File: src/rtl/dpram_bist_ctrl.sv
// Dual-port RAM self-test initiator.
// Writes the pattern through port A and reads it back on B, then writes the inverse through B and reads it back on A.
module dpram_bist_ctrl #(
  parameter int          DEPTH = 256,
  parameter logic [15:0] SEED  = 16'h0000
) (
  input  logic        clk,
  input  logic        rst,
  input  logic        start,
  input  logic        abort,
  output logic        we_a,
  output logic [7:0]  addr_a,
  output logic [15:0] data_a,
  output logic        we_b,
  output logic [7:0]  addr_b,
  output logic [15:0] data_b,
  input  logic [15:0] dataout_a,
  input  logic [15:0] dataout_b,
  output logic        busy,
  output logic        done,
  output logic        pass,
  output logic [7:0]  err_count,
  output logic [7:0]  fail_addr,
  output logic [15:0] fail_data,
  output logic        fail_phase
);

  // state  | meaning
  // S_IDLE | waiting for start; RAM ports belong to system logic
  // S_W_A  | write P(k) through port A
  // S_R_B  | read through port B, last count value is the drain cycle
  // S_W_B  | write ~P(k) through port B
  // S_R_A  | read through port A, last count value is the drain cycle
  // S_DONE | single-cycle completion, done pulse
  typedef enum logic [2:0] {S_IDLE, S_W_A, S_R_B, S_W_B, S_R_A, S_DONE} state_t;

  localparam logic [8:0] LAST  = 9'(DEPTH - 1);
  localparam logic [8:0] DRAIN = 9'(DEPTH);

  function automatic logic [15:0] pat(input logic [7:0] k);
    return {k, ~k} ^ SEED;
  endfunction

  state_t      state, state_nx;
  logic [8:0]  cnt, cnt_nx, cnt_inc;
  logic        at_last, at_drain, abort_hit, clear, mismatch;
  logic        we_a_nx, we_b_nx;
  logic [7:0]  addr_a_nx, addr_b_nx;
  logic [15:0] data_a_nx, data_b_nx;
  logic        chk_vld, chk_vld_nx, chk_phase, chk_phase_nx;
  logic [7:0]  chk_addr, chk_addr_nx;
  logic [15:0] chk_exp, chk_exp_nx, rd_data;
  logic [7:0]  err_nx, fail_addr_nx;
  logic [15:0] fail_data_nx;
  logic        fail_phase_nx, pass_nx;

  always_comb begin
    state_nx     = state;
    cnt_nx       = cnt;
    cnt_inc      = cnt + 9'd1;
    at_last      = (cnt == LAST);
    at_drain     = (cnt == DRAIN);
    we_a_nx      = 1'b0;
    we_b_nx      = 1'b0;
    addr_a_nx    = addr_a;
    addr_b_nx    = addr_b;
    data_a_nx    = data_a;
    data_b_nx    = data_b;
    chk_vld_nx   = 1'b0;
    chk_phase_nx = chk_phase;
    chk_addr_nx  = chk_addr;
    chk_exp_nx   = chk_exp;
    clear        = 1'b0;
    abort_hit    = abort && (state != S_IDLE);

    case (state)
      S_IDLE: begin
        if (start && !abort) begin
          state_nx  = S_W_A;
          cnt_nx    = 9'd0;
          we_a_nx   = 1'b1;
          addr_a_nx = 8'd0;
          data_a_nx = pat(8'd0);
          clear     = 1'b1;
        end
      end
      S_W_A: begin
        if (at_last) begin
          state_nx  = S_R_B;
          cnt_nx    = 9'd0;
          addr_b_nx = 8'd0;
        end else begin
          cnt_nx    = cnt_inc;
          we_a_nx   = 1'b1;
          addr_a_nx = cnt_inc[7:0];
          data_a_nx = pat(cnt_inc[7:0]);
        end
      end
      S_R_B: begin
        // expected value travels one stage behind the address, like the RAM read
        chk_vld_nx   = !at_drain;
        chk_phase_nx = 1'b0;
        chk_addr_nx  = cnt[7:0];
        chk_exp_nx   = pat(cnt[7:0]);
        if (at_drain) begin
          state_nx  = S_W_B;
          cnt_nx    = 9'd0;
          we_b_nx   = 1'b1;
          addr_b_nx = 8'd0;
          data_b_nx = ~pat(8'd0);
        end else begin
          cnt_nx = cnt_inc;
          if (!at_last) addr_b_nx = cnt_inc[7:0];
        end
      end
      S_W_B: begin
        if (at_last) begin
          state_nx  = S_R_A;
          cnt_nx    = 9'd0;
          addr_a_nx = 8'd0;
        end else begin
          cnt_nx    = cnt_inc;
          we_b_nx   = 1'b1;
          addr_b_nx = cnt_inc[7:0];
          data_b_nx = ~pat(cnt_inc[7:0]);
        end
      end
      S_R_A: begin
        chk_vld_nx   = !at_drain;
        chk_phase_nx = 1'b1;
        chk_addr_nx  = cnt[7:0];
        chk_exp_nx   = ~pat(cnt[7:0]);
        if (at_drain) begin
          state_nx = S_DONE;
        end else begin
          cnt_nx = cnt_inc;
          if (!at_last) addr_a_nx = cnt_inc[7:0];
        end
      end
      S_DONE:  state_nx = S_IDLE;
      default: state_nx = S_IDLE;
    endcase

    if (abort_hit) begin
      state_nx   = S_IDLE;
      we_a_nx    = 1'b0;
      we_b_nx    = 1'b0;
      addr_a_nx  = addr_a;
      addr_b_nx  = addr_b;
      data_a_nx  = data_a;
      data_b_nx  = data_b;
      chk_vld_nx = 1'b0;
    end
  end

  // a check still in flight when abort lands is dropped so results stay frozen
  always_comb begin
    rd_data       = chk_phase ? dataout_a : dataout_b;
    mismatch      = chk_vld && (rd_data != chk_exp) && !abort_hit;
    err_nx        = err_count;
    fail_addr_nx  = fail_addr;
    fail_data_nx  = fail_data;
    fail_phase_nx = fail_phase;
    pass_nx       = pass;
    if (clear) begin
      err_nx        = 8'd0;
      fail_addr_nx  = 8'd0;
      fail_data_nx  = 16'd0;
      fail_phase_nx = 1'b0;
      pass_nx       = 1'b0;
    end else begin
      if (mismatch && err_count != 8'hFF) err_nx = err_count + 8'd1;
      if (mismatch && err_count == 8'd0) begin
        fail_addr_nx  = chk_addr;
        fail_data_nx  = rd_data;
        fail_phase_nx = chk_phase;
      end
      if (abort_hit)                pass_nx = 1'b0;
      else if (state_nx == S_DONE)  pass_nx = (err_nx == 8'd0);
    end
  end

  always_ff @(posedge clk or negedge rst) begin
    if (!rst) begin
      state      <= S_IDLE;
      cnt        <= 9'd0;
      we_a       <= 1'b0;
      addr_a     <= 8'd0;
      data_a     <= 16'd0;
      we_b       <= 1'b0;
      addr_b     <= 8'd0;
      data_b     <= 16'd0;
      chk_vld    <= 1'b0;
      chk_phase  <= 1'b0;
      chk_addr   <= 8'd0;
      chk_exp    <= 16'd0;
      busy       <= 1'b0;
      done       <= 1'b0;
      pass       <= 1'b0;
      err_count  <= 8'd0;
      fail_addr  <= 8'd0;
      fail_data  <= 16'd0;
      fail_phase <= 1'b0;
    end else begin
      state      <= state_nx;
      cnt        <= cnt_nx;
      we_a       <= we_a_nx;
      addr_a     <= addr_a_nx;
      data_a     <= data_a_nx;
      we_b       <= we_b_nx;
      addr_b     <= addr_b_nx;
      data_b     <= data_b_nx;
      chk_vld    <= chk_vld_nx;
      chk_phase  <= chk_phase_nx;
      chk_addr   <= chk_addr_nx;
      chk_exp    <= chk_exp_nx;
      busy       <= (state_nx != S_IDLE);
      done       <= (state_nx == S_DONE);
      pass       <= pass_nx;
      err_count  <= err_nx;
      fail_addr  <= fail_addr_nx;
      fail_data  <= fail_data_nx;
      fail_phase <= fail_phase_nx;
    end
  end

endmodule

File: config.mk
export PLATFORM = sky130hd
export DESIGN_NAME = dpram_bist_ctrl
export DESIGN_NICKNAME = d
export VERILOG_FILES = /design/src/rtl/dpram_bist_ctrl.sv
export SDC_FILE = /design/constraint.sdc
export NUM_CORES = 1
export LEC_CHECK = 0
export CAP_MARGIN = 15
export CORE_UTILIZATION = 38
export CTS_CLUSTER_SIZE = 28
export DETAILED_ROUTE_END_ITERATION = 7
export PLACE_DENSITY_LB_ADDON = 0.25
export SKIP_LAST_GASP = 1
export SLEW_MARGIN = 20
export SYNTH_ARGS = -nofsm -noshare
export SYNTH_HDL_FRONTEND = slang
export SYNTH_SLANG_ARGS = --single-unit
File: constraint.sdc
create_clock -name clk -period 5.8 [get_ports clk]
set_clock_uncertainty 0.1 [all_clocks]
set_input_delay 1.16 -clock clk [delete_from_list [all_inputs] [get_ports clk]]
set_output_delay 1.16 -clock clk [all_outputs]
set_load 0.02 [all_outputs]
==> impl_metrics.json <==
{
  "ys_async_sr_fraction": 1.00,
  "setup.worst_path.class": "flip-flop to flip-flop",
  "place_inst": 850,
  "overflow": 0,
  "routabilityCongestion": 0.838,
  "final_common_cell": "dfrtp_1",
  "syn_area_sq_um": 5780,
  "violations": "design-rule violations",
  "slew_headroom": 0.303,
  "worstMarginPinSlew_ps": 1050,
  "holdPathStages": 2,
  "route.final.wire_length_microns": 14600,
  "io-pin-count": 122,
  "cts.sinks": 124,
  "max_freq_mhz": 293,
  "core_sq_um": 14700,
  "fin_setup_tns_ps": 0,
  "power_density_nw_per_um2": 342,
  "cts_buffers": 17,
  "required_ps": 5980,
  "most-common-layout-cells": "dfrtp_1 (124), clkdlybuf4s50_1 (120), nand2_1 (96), nor2_1 (61), o21ai_0 (36)",
  "worstRegToRegCells": 8,
  "ys_warn_count": 0,
  "layout-drive-gt1-share": 0.0620,
  "startpoint_type": "flip-flop",
  "cts_root_buf": "clkbuf_16",
  "synth.top_cell.area_share": 0.537,
  "arrival_ps": 3590,
  "synth_edf_count": 0,
  "yosysUniqueCellTypes": 52,
  "dp_hpwl_microns": 9930,
  "finalSetupViolCount": 0,
  "clkLatencyLatePin_ps": 410,
  "drt-initial-drc-count": 395,
  "antenna_found_initial": 0,
  "clockBufferDepth": 2,
  "nets": 728,
  "status": "finished with violations",
  "drtAntennaViolNets": 0,
  "vdd_drop_max_v": 0.000329,
  "grtUsageTotal": 0.194,
  "post-route-period-util": 0.588,
  "period_minus_slack_ps": 3410,
  "h-tree-depth": 4,
  "syn_area_per_cell_sq_um": 10.0,
  "syn2layout_area_growth_pct": 31.6,
  "grt_max_degree": 83,
  "drc": 10,
  "via_per_inst": 5.29,
  "clkTransAtPathRegs_ps": 50,
  "syn_inst": 577,
  "fp-row-count": 44,
  "cts_tree": "done",
  "start_util": 0.393,
  "synthFlopType": "dfrtp_1",
  "grt_pass1_vias": 4556,
  "routedLengthMet1_microns": 6850,
  "worstPathMaxFanout": 41,
  "grt_pass1_wl_microns": 24000,
  "via_count": 4645,
  "yosysTopAreaCell": "dfrtp_1",
  "hold_viol": 0,
  "routed.top_layer": "met4",
  "dieArea_sq_um": 15700,
  "met3_length_microns": 989,
  "cts_setup_buffers": 0,
  "synth_seq_cells": 124,
  "leakagePower_nw": 3.23,
  "crit_path_end_kind": "flip-flop",
  "post_cts_resized": 0,
  "rsz0062_at_grt": "false",
  "syn_nets": 620,
  "final_cells": 878,
  "io_buffers": 121,
  "first_pass_iters": 7,
  "dr_wl_met2_microns": 6550,
  "die_y_microns": 125,
  "seq_area_frac_synth": 0.537,
  "hold_path.class": "flip-flop to flip-flop",
  "cts_hold_buf": 0,
  "antenna_cells": 0,
  "maxCapViolCount": 0,
  "synth_area_leaders": "dfrtp_1 (54%), nand2_1 (6.2%), xnor2_1 (4.5%)",
  "die_w_microns": 125,
  "routedWlPerCell_microns": 16.7,
  "final_max_slew_viol_count": 0
}
[where the power goes]
part           switching, mW  internal, mW
Combinational          0.321         0.230
Sequential             0.112         0.961
Clock                  0.349         0.624
Total                  0.782          1.81
[metal layers]
metal  vias to the layer above  track usage
li1                       2190            -
met2                       139        0.288
met1                      2294        0.262
met4                         0       0.0725
met3                        22       0.0638
met5                         -            0
[final cells by class]
type / instances / area (sq um)
Clock buffer: 26 / 499
Clock inverter: 2 / 35.0
Fill cell: 1330 / 7100
Inverter: 13 / 48.8
Multi-Input combinational cell: 405 / 2450
Sequential cell: 124 / 3100
Tap cell: 184 / 230
Timing Repair Buffer: 124 / 1230
[synthesized netlist by cell type (3+ instances only)]
master,n
clkbuf_1,27
a211oi_1,12
nand2_1,96
inv_1,11
nand2b_1,8
nand3_1,6
or2_2,3
o31ai_1,10
xor2_1,6
buf_6,6
a21oi_1,14
a211oi_2,5
and3_1,12
o21ai_0,36
dfrtp_1,124
mux2i_1,24
nor2_1,61
xnor2_1,30
nor3_1,8
o22a_1,7
and2_1,4
nor4_1,3
o21a_1,11
ha_1,7
or3_1,5
a21o_1,6
[through the flow]
step	hold WS (ps)	utilization	area (sq um)	total power [mW]	setup slack, ps
4_1_cts	381	0.517	7600	2.61	2350
3_5_place_dp	370	0.480	7060	1.63	1990
6_report	379	0.517	7600	2.60	2390
2_1_floorplan	346	-	5780	1.39	2860
5_1_grt	406	0.517	7600	2.71	2090
3_3_place_gp	362	0.480	7060	1.62	2050
[registers in the layout, indices dropped and copies added (netlist names)]
name,flops
chk_exp,16
data_a,16
data_b,16
fail_data,16
cnt,9
addr_a,8
addr_b,8
chk_addr,8
err_count,8
fail_addr,8
state,3
busy,1
chk_phase,1
chk_vld,1
done,1
fail_phase,1
pass,1
we_a,1
we_b,1
[cells by family after synthesis]
kind of cell,synth area share
multiplexers,0.0464
AO/OA/AOI/OAI,0.138
buffers and inverters,0.0392
adder cells (fa/ha/maj),0.0152
flip-flops,0.537
AND/OR/NAND/NOR,0.170
XOR/XNOR,0.0546
[critical path, stage by stage (launching register included)]
cell	delay [ps]
dfrtp_1	1020
mux2i_1	440
xnor2_1	160
nor4_1	90
and4_4	220
nor2_2	130
and3_2	770
mux2i_1	270
nor2_1	60
[path summary, 6_finish.rpt]
kind                             start  slack, ps      endpoint
min                        chk_addr[6]        380   chk_addr[6]
min reg2reg                chk_addr[6]        380   chk_addr[6]
max                          chk_phase       2390  fail_addr[4]
max in group asynchronous          rst       3860    fail_phase
min in group asynchronous          rst        670  err_count[0]
max reg2reg                  chk_phase       2390  fail_addr[4]
Note: power is estimated with default switching activity, not from simulation.
